File: config.mk
export PLATFORM = sky130hd
export DESIGN_NAME = led_pwm_bank
export DESIGN_NICKNAME = d
export VERILOG_FILES = /design/src/rtl/led_pwm_bank.sv
export SDC_FILE = /design/constraint.sdc
export NUM_CORES = 1
export LEC_CHECK = 0
export CAP_MARGIN = 20
export CORE_MARGIN = 2
export CORE_UTILIZATION = 31
export DETAILED_ROUTE_END_ITERATION = 12
export GPL_TIMING_DRIVEN = 1
export HOLD_SLACK_MARGIN = 0.02
export MAX_ROUTING_LAYER = met4
export SKIP_LAST_GASP = 1
export SYNTH_ARGS = -nofsm -noshare
export SYNTH_HDL_FRONTEND = slang
export SYNTH_SLANG_ARGS = --single-unit
File: constraint.sdc
create_clock -name clk -period 6.9 [get_ports clk]
set_clock_uncertainty 0.05 [all_clocks]
set_input_delay 1.035 -clock clk [delete_from_list [all_inputs] [get_ports clk]]
set_output_delay 1.035 -clock clk [all_outputs]
set_load 0.03 [all_outputs]
File: src/rtl/led_pwm_bank.sv
// led_pwm_bank: multi-channel LED PWM driver with off / steady / blink / breathe modes.
// Latency: a config write reaches the pins at the next PWM wrap, within 2**PWM_BITS+1 cycles.
// Backpressure: none; every write strobe is accepted, and out-of-range channels are dropped.
//
// Ports:
//   clk      - system clock (100 MHz on the board)
//   rst      - synchronous reset, active-high; it overrides a write in the same cycle
//   wr_en    - one-cycle config write strobe
//   wr_addr  - channel index; indices >= NUM_LEDS are ignored
//   wr_data  - {mode[1:0], level[PWM_BITS-1:0]}; mode 00=off 01=pwm 10=blink 11=breathe
//   led      - registered LED drive, 1 = lit
//   pwm_wrap - one-cycle pulse, coincident with pwm_cnt = 0
//
// Optional build macro LED_GAMMA_EN: squares the requested duty, (d*d)>>PWM_BITS,
// before it is latched, for an approximate perceptual gamma of 2.
module led_pwm_bank #(
    parameter int NUM_LEDS    = 8,
    parameter int ADDR_BITS   = 3,
    parameter int PWM_BITS    = 8,
    parameter int TICK_DIV    = 100000,
    parameter int BLINK_TICKS = 250
) (
    input  logic                  clk,
    input  logic                  rst,
    input  logic                  wr_en,
    input  logic [ADDR_BITS-1:0]  wr_addr,
    input  logic [PWM_BITS+1:0]   wr_data,
    output logic [NUM_LEDS-1:0]   led,
    output logic                  pwm_wrap
);

    localparam int PS_W = (TICK_DIV > 2) ? $clog2(TICK_DIV) : 1;
    localparam int BC_W = $clog2(BLINK_TICKS + 1);

    localparam logic [PWM_BITS-1:0] PWM_MAX  = '1;
    localparam logic [PWM_BITS-1:0] PWM_ONE  = PWM_BITS'(1);
    localparam logic [PS_W-1:0]     PS_LAST  = PS_W'(TICK_DIV - 1);
    localparam logic [PS_W-1:0]     PS_ONE   = PS_W'(1);
    localparam logic [BC_W-1:0]     BC_LAST  = BC_W'(BLINK_TICKS - 1);
    localparam logic [BC_W-1:0]     BC_ONE   = BC_W'(1);

    localparam logic [1:0] MODE_OFF     = 2'b00;
    localparam logic [1:0] MODE_PWM     = 2'b01;
    localparam logic [1:0] MODE_BLINK   = 2'b10;
    localparam logic [1:0] MODE_BREATHE = 2'b11;

    // Shared timebase state
    logic [PWM_BITS-1:0] pwm_cnt_q,     pwm_cnt_d;
    logic                pwm_wrap_q,    pwm_wrap_d;
    logic [PS_W-1:0]     prescaler_q,   prescaler_d;
    logic [BC_W-1:0]     blink_cnt_q,   blink_cnt_d;
    logic                blink_phase_q, blink_phase_d;
    logic [PWM_BITS-1:0] ramp_q,        ramp_d;
    logic                ramp_fall_q,   ramp_fall_d;

    // Per-channel state
    logic [1:0]          mode_q   [NUM_LEDS];
    logic [1:0]          mode_d   [NUM_LEDS];
    logic [PWM_BITS-1:0] level_q  [NUM_LEDS];
    logic [PWM_BITS-1:0] level_d  [NUM_LEDS];
    logic [PWM_BITS-1:0] active_q [NUM_LEDS];
    logic [PWM_BITS-1:0] active_d [NUM_LEDS];
    logic [NUM_LEDS-1:0] led_q,   led_d;

    logic                  tick;
    logic                  at_max;
    logic [PWM_BITS-1:0]   req_duty   [NUM_LEDS];
    logic [PWM_BITS-1:0]   latch_duty [NUM_LEDS];
    logic [2*PWM_BITS-1:0] breathe_prod [NUM_LEDS];
`ifdef LED_GAMMA_EN
    logic [2*PWM_BITS-1:0] gamma_prod [NUM_LEDS];
`endif

    assign tick   = (prescaler_q == PS_LAST);
    assign at_max = (pwm_cnt_q == PWM_MAX);

    // Timebase: PWM counter, tick prescaler, blink phase and shared breathe ramp
    always_comb begin
        pwm_cnt_d     = pwm_cnt_q + PWM_ONE;
        pwm_wrap_d    = at_max;
        prescaler_d   = tick ? '0 : prescaler_q + PS_ONE;
        blink_cnt_d   = blink_cnt_q;
        blink_phase_d = blink_phase_q;
        ramp_d        = ramp_q;
        ramp_fall_d   = ramp_fall_q;
        if (tick) begin
            if (blink_cnt_q == BC_LAST) begin
                blink_cnt_d   = '0;
                blink_phase_d = ~blink_phase_q;
            end else begin
                blink_cnt_d = blink_cnt_q + BC_ONE;
            end
            // Triangle wave: the turning points are not repeated, so the
            // sequence goes ...,MAX-1,MAX,MAX-1,... and ...,1,0,1,...
            if (!ramp_fall_q) begin
                if (ramp_q != PWM_MAX) begin
                    ramp_d = ramp_q + PWM_ONE;
                end else begin
                    ramp_d      = PWM_MAX - PWM_ONE;
                    ramp_fall_d = 1'b1;
                end
            end else begin
                if (ramp_q != '0) begin
                    ramp_d = ramp_q - PWM_ONE;
                end else begin
                    ramp_d      = PWM_ONE;
                    ramp_fall_d = 1'b0;
                end
            end
        end
    end

    // Per-channel config writes, duty selection and PWM compare
    always_comb begin
        for (int i = 0; i < NUM_LEDS; i++) begin
            mode_d[i]  = mode_q[i];
            level_d[i] = level_q[i];
            // Compare against every index so that an address beyond
            // NUM_LEDS simply matches no channel.
            if (wr_en && (int'(wr_addr) == i)) begin
                mode_d[i]  = wr_data[PWM_BITS+1:PWM_BITS];
                level_d[i] = wr_data[PWM_BITS-1:0];
            end

            breathe_prod[i] = {{PWM_BITS{1'b0}}, ramp_q} * {{PWM_BITS{1'b0}}, level_q[i]};
            case (mode_q[i])
                MODE_OFF:     req_duty[i] = '0;
                MODE_PWM:     req_duty[i] = level_q[i];
                MODE_BLINK:   req_duty[i] = blink_phase_q ? level_q[i] : '0;
                MODE_BREATHE: req_duty[i] = breathe_prod[i][2*PWM_BITS-1:PWM_BITS];
                default:      req_duty[i] = '0;
            endcase

`ifdef LED_GAMMA_EN
            gamma_prod[i] = {{PWM_BITS{1'b0}}, req_duty[i]} * {{PWM_BITS{1'b0}}, req_duty[i]};
            latch_duty[i] = gamma_prod[i][2*PWM_BITS-1:PWM_BITS];
`else
            latch_duty[i] = req_duty[i];
`endif

            // Duty only changes on the last count of a period, so every
            // period is produced entirely with one duty value.
            active_d[i] = at_max ? latch_duty[i] : active_q[i];
            led_d[i]    = (pwm_cnt_q < active_q[i]);
        end
    end

    always_ff @(posedge clk) begin
        if (rst) begin
            pwm_cnt_q     <= '0;
            pwm_wrap_q    <= 1'b0;
            prescaler_q   <= '0;
            blink_cnt_q   <= '0;
            blink_phase_q <= 1'b0;
            ramp_q        <= '0;
            ramp_fall_q   <= 1'b0;
            led_q         <= '0;
            for (int i = 0; i < NUM_LEDS; i++) begin
                mode_q[i]   <= MODE_OFF;
                level_q[i]  <= '0;
                active_q[i] <= '0;
            end
        end else begin
            pwm_cnt_q     <= pwm_cnt_d;
            pwm_wrap_q    <= pwm_wrap_d;
            prescaler_q   <= prescaler_d;
            blink_cnt_q   <= blink_cnt_d;
            blink_phase_q <= blink_phase_d;
            ramp_q        <= ramp_d;
            ramp_fall_q   <= ramp_fall_d;
            led_q         <= led_d;
            for (int i = 0; i < NUM_LEDS; i++) begin
                mode_q[i]   <= mode_d[i];
                level_q[i]  <= level_d[i];
                active_q[i] <= active_d[i];
            end
        end
    end

    assign led      = led_q;
    assign pwm_wrap = pwm_wrap_q;

endmodule
==> impl_results.md <==
* Met2 GRT Util at 0.265
* Routed Antenna Nets at 0
* Worst Path Class, Setup: reg2reg
* Via-to-Cell Ratio at 4.87
* Clock transition at path regs at 100 ps
* Global Route Usage Sum at 0.167
* Drt initial violations at 1183
* Critical path cell sequence: buf_4, and2_1, fa_1, fa_1, fa_1, inv_1, fa_1, inv_1, ha_1, nand2_1, or3_1, o211a_1, o311ai_1, a21oi_1, xnor2_1, o22ai_1
* Clk sink count at 196
* IO buf count at 24
* Fill count at 8217
* Grt total ovfl at 0
* Antenna violations before repair at 3
* Sequential area share after synthesis at 0.161
* Post-CTS Resized at 0
* Largest net degree at the start of global routing at 76
* TritonCTS clock tree: yes
* Count of final setup violators at 0
* Post-DR wirelength/cell at 16.6 um
* Yosys warns at 0
* Max Buffers Root-to-Sink at 2
* Primary FF master, synth: dfxtp_1
* Hold WS at 409 ps
* M3 GR Usage at 0.0250
* VDD IR max at 0.246 mV
* Max Transition Viols Final at 0
* Final hold vios at 0
* Count of unique library cells instantiated by Yosys at 73
* Residual DRC at 0
* Area growth, synth to finish at 7.76%
* M1 GR Usage at 0.222
* CP Launch Type: flop
* Max-Slew Margin vs Limit at 0.214
* Max-cap violations at 0
* Worst Path Arrival at 5760 ps
* Layout cells sized above 1 at 0.0386
* First-pass DRT Iterations at 5
* Total power draw at 2.49 mW
* Power Density at 95.0 nW/um2
* # rows at 102
* Async S/R FF share, synth at 0
* Most used routing layer: met2
* CTS Hold Bufs at 0
* Synthesized netlist net count at 3454
* Tmin final at 5450 ps
* Critical Path End Type: flop
* Die W at 284 um
* Placed wire-length estimate at 44.2 mm
* Num CTS Buffers at 17
* Cell area after synthesis at 24300 um2
* Fmax at 0.184 GHz
* CP top delay family: adder cells
* Crit path largest cell delay at 900 ps
* CP most frequent cell: fa_1
* Final setup TNS at 0 ps
* Vias at 18.5k
* H-tree levels at 4
* Leak at 12.6 nW
* Setup bufs post-CTS at 0
* Cells after Synth at 2832
* Transition time of the tightest slew-check pin at 1180 ps
* Max FO, Critical Path at 33
* Final nets at 3378
* Final worst-path cycle share at 0.789
* Drt total wl at 63.2 mm
* Die area at 80700 um2
* Worst EP required at 7220 ps
* Root Driver: clkbuf_16
* First-pass GRT wire length at 104 mm
* DP Worst Slack at 1520 ps
* Worst path bufs/invs at 3
* Core area at 77600 um2
* Status: finished clean
* Gpl congestion at 0.827
* RSZ-0062 raised after global routing: false
* Die height at 284 um
* Number of flops mapped to enable cells by yosys at 0
* Vias in the first global route at 18.9k
* Hold Path Class: reg2reg
* Crit-path slowest cell: dfxtp_2
* Final Worst Setup Slack at 1450 ps
* Initial core utilization at 0.313
* Yosys reg bits at 196
* Clk_lat worst skew at 520 ps
* IO Count at 25
* Syn_area_per_cell at 8.59 um2
[worst register-to-register path, cell delays in order (launching register included)]
cell and delay (ps):
dfxtp_2 900, buf_4 370, and2_1 180, fa_1 450, fa_1 510, fa_1 490, inv_1 50, fa_1 470
inv_1 40, ha_1 310, nand2_1 70, or3_1 330, o211a_1 240, o311ai_1 410, a21oi_1 160, xnor2_1 170
o22ai_1 100
[per-layer routing]
layer  routed length (um)  vias to the layer above
met5                    0                        -
met4                 1230                        0
met3                 3050                       64
met2                28700                      359
met1                30200                     9145
li1                     -                     8973
[power by group]
group / leakage (nW) / switching (mW) / total, mW / internal, mW
clock network: 0.308 / 0.626 / 1.14 / 0.514
logic: 10.7 / 0.107 / 0.172 / 0.0647
registers: 1.59 / 0.0304 / 1.18 / 1.15
[cells in the mapped netlist, types with 3 or more instances]
cell type / n / area, um2
a211o_1: 9 / 78.8
mux2i_1: 4 / 40.0
o21ai_1: 4 / 20.0
o211ai_1: 6 / 45.0
o31a_1: 3 / 26.3
a32oi_1: 4 / 35.0
nand3_1: 37 / 185
clkbuf_1: 99 / 372
and3_1: 38 / 238
fa_1: 280 / 5610
o21a_1: 5 / 37.5
buf_2: 6 / 30.0
nand4b_1: 8 / 70.1
o41ai_1: 4 / 35.0
mux2_2: 7 / 78.8
nor3_1: 21 / 105
buf_1: 47 / 176
a211oi_1: 14 / 105
or3_1: 6 / 37.5
a22oi_1: 35 / 263
xnor2_1: 46 / 403
nor2_1: 93 / 349
o21bai_1: 9 / 67.6
a31oi_1: 17 / 106
nand2_1: 321 / 1200
dfxtp_1: 196 / 3920
and2_2: 5 / 37.5
inv_1: 409 / 1540
nand4_1: 11 / 68.8
a311oi_1: 4 / 35.0
o22ai_1: 47 / 294
ha_1: 326 / 4080
o32ai_1: 9 / 78.8
and4_1: 3 / 26.3
a21oi_1: 143 / 716
o21ai_0: 21 / 105
and2_1: 380 / 2380
a21o_1: 48 / 360
nor2b_1: 6 / 37.5
xor2_1: 48 / 420
nand2b_1: 14 / 87.6
[cell type report]
cell class                 instances  area, um2  share of cell area
tap                             1040       1300              0.0496
timing repair buffer              58        507              0.0193
inverter                         410       1540              0.0587
clock buffer                      17        425              0.0162
clock inverter                    15        219             0.00835
multi-input combinational       2073      18300               0.697
antenna                            2       5.00            0.000191
sequential                       196       3940               0.150
[state kept, by name (all words and copies together) (netlist names), 8 cells and up]
| name | cells |
|---|---|
| ramp_q | 8 |
| prescaler_q | 17 |
| active_q | 64 |
| pwm_cnt_q | 8 |
| led | 8 |
| level_q | 64 |
| blink_cnt_q | 8 |
| mode_q | 16 |
[cells by family (layout without fill, tap and decap cells)]
group                      count (synthesis)  after routing  synth area share
and+or+nand+nor                          958            958             0.205
adders and majority gates                606            606             0.398
buffers and inverters                    563            500            0.0874
AOI/OAI and AO/OA                        404            404             0.110
DFF                                      196            196             0.161
xor gates and xnor gates                  94             94            0.0339
muxes                                     11             11           0.00489
other                                      0              2                 0
[cell usage in the layout, fill, tap and decap left out, types with 7 or more instances in the layout]
cell / synthesis / layout
nor3_1: 21 / 21
a21oi_1: 143 / 143
clkbuf_16: 0 / 17
nor2_1: 93 / 93
fa_1: 280 / 280
a211oi_1: 14 / 14
buf_4: 1 / 31
and3_1: 38 / 38
o21ai_0: 21 / 21
a31oi_1: 17 / 17
xnor2_1: 46 / 46
dfxtp_1: 196 / 187
nand3_1: 37 / 36
o21bai_1: 9 / 9
o22ai_1: 47 / 47
xor2_1: 48 / 48
clkdlybuf4s50_1: 0 / 23
o32ai_1: 9 / 9
nand4b_1: 8 / 8
nand2_1: 321 / 321
nand4_1: 11 / 11
a211o_1: 9 / 9
a22oi_1: 35 / 35
dfxtp_2: 0 / 9
mux2_2: 7 / 7
ha_1: 326 / 326
nand2b_1: 14 / 14
and2_1: 380 / 380
inv_1: 409 / 409
a21o_1: 48 / 48
[through the flow]
stage                      util  instance area (um2)  cells
after floorplan               -                24300   2832
after global placement    0.329                25500   3775
after detailed placement  0.329                25500   3775
after CTS                 0.338                26200   3807
after global routing      0.338                26200   3811
final                     0.338                26200   3811
[path summary, 6_finish.rpt]
path / from / end / slack (ps) / cells after the start
min: prescaler_q[0] / prescaler_q[0] / 410 / 1
max reg2reg: ramp_q[5] / active_q[0][15] / 1450 / 16
min reg2reg: prescaler_q[0] / prescaler_q[0] / 410 / 1
max: ramp_q[5] / active_q[0][15] / 1450 / 16
Note: power is estimated with default switching activity, not from simulation.
